File: src/rtl/pulse_slot_sched.sv
`default_nettype none
// ============================================================================
// pulse_slot_sched : four saturating pulse counters, read out round-robin
//                    (or from a fixed slot) over an SPI transaction FSM.
// Revision         : 1.0
// ============================================================================
module pulse_slot_sched (
   input  logic        clk,
   input  logic        rst_n,
   input  logic [3:0]  i_pulse,
   input  logic        i_spi_sot,
   input  logic        i_spi_eot,
   input  logic [15:0] i_spi_rx,
   output logic [15:0] o_spi_tx,
   output logic [1:0]  o_led,
   output logic [1:0]  o_slot,
   output logic        o_busy,
   output logic [7:0]  o_err_cnt
);

   localparam logic [12:0] c_ACC_MAX = 13'h1FFF;
   localparam logic [7:0]  c_ERR_MAX = 8'hFF;

   typedef enum logic [1:0] {
      IDLE   = 2'd0,
      XFER   = 2'd1,
      COMMIT = 2'd2
   } state_t;

   state_t      r_state;
   logic [12:0] r_acc [4];
   logic [3:0]  r_ovf;
   logic [1:0]  r_slot;
   logic        r_mode;
   logic [1:0]  r_led;
   logic [7:0]  r_err_cnt;
   logic [15:0] r_cmd;
   logic        w_clr;

   // Read-and-clear of the served slot: a fresh start in IDLE, or an
   // abort-and-restart in XFER (an end strobe on the same cycle wins).
   assign w_clr = i_spi_sot &&
                  ((r_state == IDLE) || ((r_state == XFER) && !i_spi_eot));

   always_ff @(posedge clk or negedge rst_n) begin
      if (!rst_n) begin
         for (int i = 0; i < 4; i++) begin
            r_acc[i] <= '0;
         end
         r_ovf <= '0;
      end else begin
         for (int i = 0; i < 4; i++) begin
            if (w_clr && (r_slot == 2'(i))) begin
               // A pulse landing on the clear cycle becomes the first count.
               r_acc[i] <= {12'd0, i_pulse[i]};
               r_ovf[i] <= 1'b0;
            end else if (i_pulse[i]) begin
               if (r_acc[i] == c_ACC_MAX) begin
                  r_ovf[i] <= 1'b1;
               end else begin
                  r_acc[i] <= r_acc[i] + 13'd1;
               end
            end
         end
      end
   end

   always_ff @(posedge clk or negedge rst_n) begin
      if (!rst_n) begin
         r_state   <= IDLE;
         r_slot    <= 2'd0;
         r_mode    <= 1'b0;
         r_led     <= 2'b11;
         r_err_cnt <= 8'd0;
         r_cmd     <= 16'd0;
      end else begin
         case (r_state)
            IDLE: begin
               if (i_spi_sot) begin
                  r_state <= XFER;
               end
            end
            XFER: begin
               if (i_spi_eot) begin
                  r_cmd   <= i_spi_rx;
                  r_state <= COMMIT;
               end else if (i_spi_sot && (r_err_cnt != c_ERR_MAX)) begin
                  r_err_cnt <= r_err_cnt + 8'd1;
               end
            end
            COMMIT: begin
               r_state <= IDLE;
               if (r_cmd[15]) begin
                  r_led  <= ~r_cmd[1:0];
                  r_mode <= r_cmd[14];
                  if (r_cmd[14]) begin
                     r_slot <= r_cmd[13:12];
                  end else begin
                     r_slot <= r_slot + 2'd1;
                  end
               end else if (!r_mode) begin
                  r_slot <= r_slot + 2'd1;
               end
            end
            default: begin
               r_state <= IDLE;
            end
         endcase
      end
   end

   assign o_spi_tx  = {r_slot, r_ovf[r_slot], r_acc[r_slot]};
   assign o_led     = r_led;
   assign o_slot    = r_slot;
   assign o_busy    = (r_state != IDLE);
   assign o_err_cnt = r_err_cnt;

endmodule
`default_nettype wire

File: config.mk
export PLATFORM = sky130hd
export DESIGN_NAME = pulse_slot_sched
export DESIGN_NICKNAME = d
export VERILOG_FILES = /design/src/rtl/pulse_slot_sched.sv
export SDC_FILE = /design/constraint.sdc
export NUM_CORES = 1
export LEC_CHECK = 0
export BUFFER_PORTS_ARGS = -buffer_cell sky130_fd_sc_hd__buf_2
export CORE_ASPECT_RATIO = 0.5
export CORE_MARGIN = 2
export CORE_UTILIZATION = 63
export CTS_BUF_LIST = sky130_fd_sc_hd__clkbuf_4 sky130_fd_sc_hd__clkbuf_8 sky130_fd_sc_hd__clkbuf_16
export DETAILED_ROUTE_END_ITERATION = 10
export PLACE_DENSITY = 0.86
export SYNTH_ARGS = -nofsm -noshare
export SYNTH_HDL_FRONTEND = slang
export SYNTH_SLANG_ARGS = --single-unit
File: constraint.sdc
create_clock -name clk -period 5.8 [get_ports clk]
set_clock_uncertainty 0.1 [all_clocks]
set_input_delay 0 -clock clk [delete_from_list [all_inputs] [get_ports clk]]
set_output_delay 0 -clock clk [all_outputs]
set_load 0.1 [all_outputs]
* Word-level counts from Yosys, hierarchy flattened
Cells that the tools add are included.
** Storage, ports and cells
- Register bits after elaboration :: 87
- Bits of input ports :: 24
- Output and inout port bits :: 29
- Logic and storage cells :: 110
** Cells by class
- Add/subtract/negate cells :: 6
- $lt $le $gt $ge :: 2
- Equality and inequality tests :: 17
- Multiplexer cells :: 35
- Bitwise operators :: 3
- Reduce and logical (&&, ||, !) cells :: 33
** Operators with widths (count)
- 13-bit 2-to-1 mux :: 14
- 13-bit by 1-bit adder with 13-bit output (second input constant) :: 4
- 13-bit equality test (second input constant) :: 4
- 13-bit binary-select mux with 2-bit select :: 1
- 2-bit AND reduction :: 12
- 2-bit nonzero test :: 9
- 1-bit 2-to-1 mux :: 13
- 2-bit != test (second input constant) :: 6
- 2-bit 2-to-1 mux :: 5
- 8-bit by 1-bit adder with 8-bit output (second input constant) :: 1
- 8-bit != test (second input constant) :: 1
- 1-bit logical AND :: 7
- 2-bit equality test (second input constant) :: 3
- 2-bit by 1-bit equality test with 1-bit output (second input constant) :: 2
- 2-bit zero test :: 2
- 2-bit case mux with 2 select lines :: 1
- 3-bit greater-or-equal comparator (second input constant) :: 1
- 2-bit by 3-bit < comparator with 1-bit output (second input constant) :: 1
- 2-bit inverter with 3-bit output :: 1
- 3-bit AND reduction :: 1
- 2-bit by 1-bit adder with 2-bit output (second input constant) :: 1
- 1-bit binary-select mux with 2-bit select :: 1
- 2-bit by 1-bit != test with 1-bit output (second input constant) :: 1
- 2-bit inverter :: 1
- 3 further kinds :: 3

* Logic depth before layout (Yosys ltp)
- Depth in word-level cells :: 7
- Mapped depth :: 8
- Mapped depth without buffers :: 5

* Worst setup path before layout
OpenSTA, ideal clock, no wires.
- Path kind :: flip-flop to flip-flop
- From :: reg r_slot[0], in the netlist o_slot[0]
- To :: reg r_acc[46] (netlist bit)
- Setup time :: 66 ps
- Data arrival time :: 2696 ps
- Data required time :: 5634 ps
- Path slack :: 2938 ps
- Cell stages (with the launch flop) :: 8
- Buffers on the path :: 2
- Clock period less this slack :: 2862 ps
- Path through :: dfrtp_1 -> clkbuf_1 -> clkbuf_1 -> inv_1 -> ha_1 -> and3_1 -> or4_1 -> nand2_1
** Between the ends
- Longest elaborated chain between the ends :: 4
- Elaborated cells between the ends (all ways) :: 6
- Those cells by class :: eq/ne (1); mux (1); reduce/logical (4)
** RTL lines
- start: declaration :: line 33 : logic [1:0] r_slot;
- start signal: assignment :: line 97 : r_slot <= r_cmd[13:12];
- start signal: assignment :: line 99 : r_slot <= r_slot + 2'd1;
- start signal: assignment :: line 102 : r_slot <= r_slot + 2'd1;
- 2-bit zero test * :: line 53 : if (w_clr && (r_slot == 2'(i))) begin
- 1-bit logical AND * :: line 53
- 2-bit != test (no line) or 2-bit nonzero test (tied branches)
- 2-bit AND reduction (no line)
- end signal: indexed assignment :: line 55 : r_acc[i] <= {12'd0, i_pulse[i]};
- end signal: indexed assignment :: line 61 : r_acc[i] <= r_acc[i] + 13'd1;
- end: declaration :: line 31 : logic [12:0] r_acc [4];
Mark *: on every way between the ends. The rest lies on a longest branch, timed or not.
A chain may end at the register's enable or synchronous reset.

* Worst setup path after layout
- From :: reg r_slot[1], in the netlist o_slot[1]
- To :: reg r_acc[46] (netlist bit)
Same word-level chain as after synthesis.

==> reports/results.txt <==
status -> finished clean
DP Wirelength -> 7161 µm
sequential-to-total area share from yosys stat -> 44.59%
CTS tree -> done
post_cts resized -> 0
worst rel slew slack -> 35.87%
initial drt markers -> 431
H-tree depth -> 3
combinational share of power -> 39.6%
async set or reset register ratio after synthesis -> 100.0%
net count after synthesis -> 462
1st-pass router iterations -> 5
final hold slack -> 0.1533 ns
Die Height -> 62.60 µm
clock latency on the worst-skew pair -> 0.35 ns
fin crit share -> 43.18%
final instance area -> 4974 µm²
number of flops mapped to enable cells by yosys -> 0
worst-case reg-to-reg path depth -> 5
critical path startpoint -> o_slot[1]$_DFFE_PN0P_
placed cell area -> 4554 µm²
Cells after DPL -> 545
Warnings, synthesis -> 0
post-route ant nets -> 0
# hold bufs at CTS -> 13
minimum clock period after layout -> 2.504 ns
share of cells above drive strength 1 -> 19.50%
final hold vios -> 0
Worst Path Arrival -> 2.69 ns
Root Buffer -> clkbuf_16
Post-CTS Setup Inserts -> 0
leak pwr -> 2.188 nW
Worst Hold Path EP -> o_err_cnt[2]$_DFFE_PN0P_
Seq pwr share -> 37.0%
antenna cells -> 0
Fmax -> 399.3 MHz
Worst Setup End Kind -> flip-flop
Setup crit start kind -> flip-flop
Yosys reg bits -> 77
Die X-Extent -> 121.2 µm
Sink Count -> 77
Final Wtd Congestion -> 0.9013
Synth Instances -> 429
GRT Total Usage -> 29.84%
Max FO, Critical Path -> 20
initial core utilization -> 64.83%
area delta synth->final -> 14.95%
Slew Viols, Final -> 0
Clock Pin Slew Worst Setup and Hold Paths -> 0.07 ns
R2R setup slack -> 3.30 ns
global-route wire length before repair -> 17130 µm
count of final setup violators -> 0
Hold Crit Depth -> 4
Worst Path Required -> 5.99 ns
Clk pwr share -> 23.4%
largest net degree at the start of global routing -> 78
post-route insts no fill -> 574
cell area after synthesis -> 4327 µm²
setup TNS -> 0 ns
die area -> 7587 µm²
vias in the first global route -> 3442
sw frac -> 48.72%
total gr overflow -> 0
post-synthesis cell type count -> 55
P_int -> 1.199 mW
RSZ-0062 raised after global routing -> false
worst hold path type -> input port to flip-flop
Tot Pwr -> 2.338 mW
Critical R2R Launch -> o_slot[1]$_DFFE_PN0P_
CTS max path bufs -> 2
Via density -> 6.455
FP Rows -> 21
ys flop type -> dfrtp_1
final WL -> 10340 µm
core area -> 6674 µm²
wire length per cell -> 18.02 µm
pre-CTS WS -> 3.308 ns
final core utilization -> 74.52%
# IOs -> 53
Remaining DRCs -> 0
Port Buffers -> 42
TritonCTS buffer count -> 9
worst setup path class -> flip-flop to flip-flop
nets -> 510
initial antenna violation count -> 0
end of the worst register-to-register path -> r_acc[46]$_DFFE_PN0P_
total number of vias -> 3705
Synth Area per Inst -> 10.09 µm²
Switching Power -> 1.139 mW
pwr/cell area -> 470.0 nW/µm²
worst vdd ir -> 0.4628 mV
max cap viols -> 0
min-delay src -> i_spi_eot
Slew @ Worst Pin -> 0.9620 ns
Final WS setup -> 3.296 ns
-- registers in the layout, indices dropped and copies added (netlist names) --
name,cells
r_mode,1
o_err_cnt,8
o_led,2
o_slot,2
r_ovf,4
r_cmd,6
r_state,2
r_acc,52
-- area by class of cell --
| class | count | area, µm² |
|---|---|---|
| multi-input combinational | 323 | 2256 |
| sequential | 77 | 1929 |
| fill | 479 | 1700 |
| timing repair buffer | 55 | 342.8 |
| clock buffer | 9 | 225.2 |
| tap | 92 | 115.1 |
| clock inverter | 7 | 63.81 |
| inverter | 11 | 41.29 |
-- Yosys cell counts (4+ instances only) --
master	n	area, µm²
mux4_2	12	270.3
ha_1	9	112.6
clkbuf_1	8	30.03
o211ai_1	7	52.55
inv_1	11	41.29
nand3_1	32	160.2
or3_1	16	100.1
dfrtp_1	75	1877
nand4_1	13	81.33
and4_1	8	70.07
a31oi_1	9	56.30
nand2_1	31	116.4
buf_2	5	25.02
o31ai_1	5	37.54
nor2_1	29	108.9
nor3_1	12	60.06
mux2i_1	4	40.04
a21oi_1	35	175.2
o21ai_0	24	120.1
or4_1	10	75.07
mux2_2	9	101.4
and3_1	14	87.58
-- logic make-up after synthesis --
family                     count (synthesis)  synth area share, %
AOI/OAI and AO/OA                         96                13.97
xor gates and xnor gates                   4               0.8099
adders and majority gates                  9                2.603
buffers and inverters                     29                3.268
DFF                                       77                44.59
muxes                                     27                10.73
and+or+nand+nor                          187                24.03
-- cells in the final DEF (no fill, tap or decap), types with 3 or more instances in the layout --
cell type / n
dfrtp_1: 75
buf_2: 41
a21oi_1: 35
nand3_1: 32
nand2_1: 31
nor2_1: 29
o21ai_0: 24
or3_1: 16
and3_1: 14
nand4_1: 13
dlygate4sd3_1: 13
mux4_2: 12
nor3_1: 12
inv_1: 11
or4_1: 10
a31oi_1: 9
mux2_2: 9
ha_1: 9
clkbuf_16: 9
and4_1: 8
o211ai_1: 7
o31ai_1: 5
inv_6: 5
mux2i_1: 4
nor2b_1: 3
nor4_1: 3
-- power by group through the flow --
stage / clock (mW) / combinational [mW] / sequential, mW
2_1_floorplan: 0 / 0.629 / 0.978
3_3_place_gp: 0 / 0.898 / 0.860
3_5_place_dp: 0 / 0.916 / 0.868
4_1_cts: 0.558 / 0.927 / 0.860
5_1_grt: 0.583 / 0.980 / 0.890
6_report: 0.547 / 0.926 / 0.864
-- worst max-delay path by stage --
stage	depth (start not counted)	slack [ns]	to
finish	5	3.30	r_acc[46]$_DFFE_PN0P_
detailed placement	5	3.31	r_acc[46]$_DFFE_PN0P_
floorplan	7	2.94	r_acc[46]$_DFFE_PN0P_
global route	5	3.06	r_acc[46]$_DFFE_PN0P_
global placement	5	3.37	r_acc[44]$_DFFE_PN0P_
CTS	5	3.25	r_acc[46]$_DFFE_PN0P_
-- worst max-delay path, stage by stage (launching register included) --
cell and delay (ns):
dfrtp_1 0.93, inv_1 0.17, ha_1 0.24, and3_1 0.32
or4_1 0.59, nand2_1 0.08
-- per-layer routing --
| layer | up-vias | share of wire [%] | GRT usage [%] |
|---|---|---|---|
| met1 | 1759 | 45 | 41.76 |
| met2 | 172 | 44 | 44.03 |
| met4 | 0 | 1.7 | 9.770 |
| li1 | 1756 | - | - |
| met5 | - | 0 | 0 |
| met3 | 18 | 9.4 | 10.31 |
(Power assumes the default switching activity.)
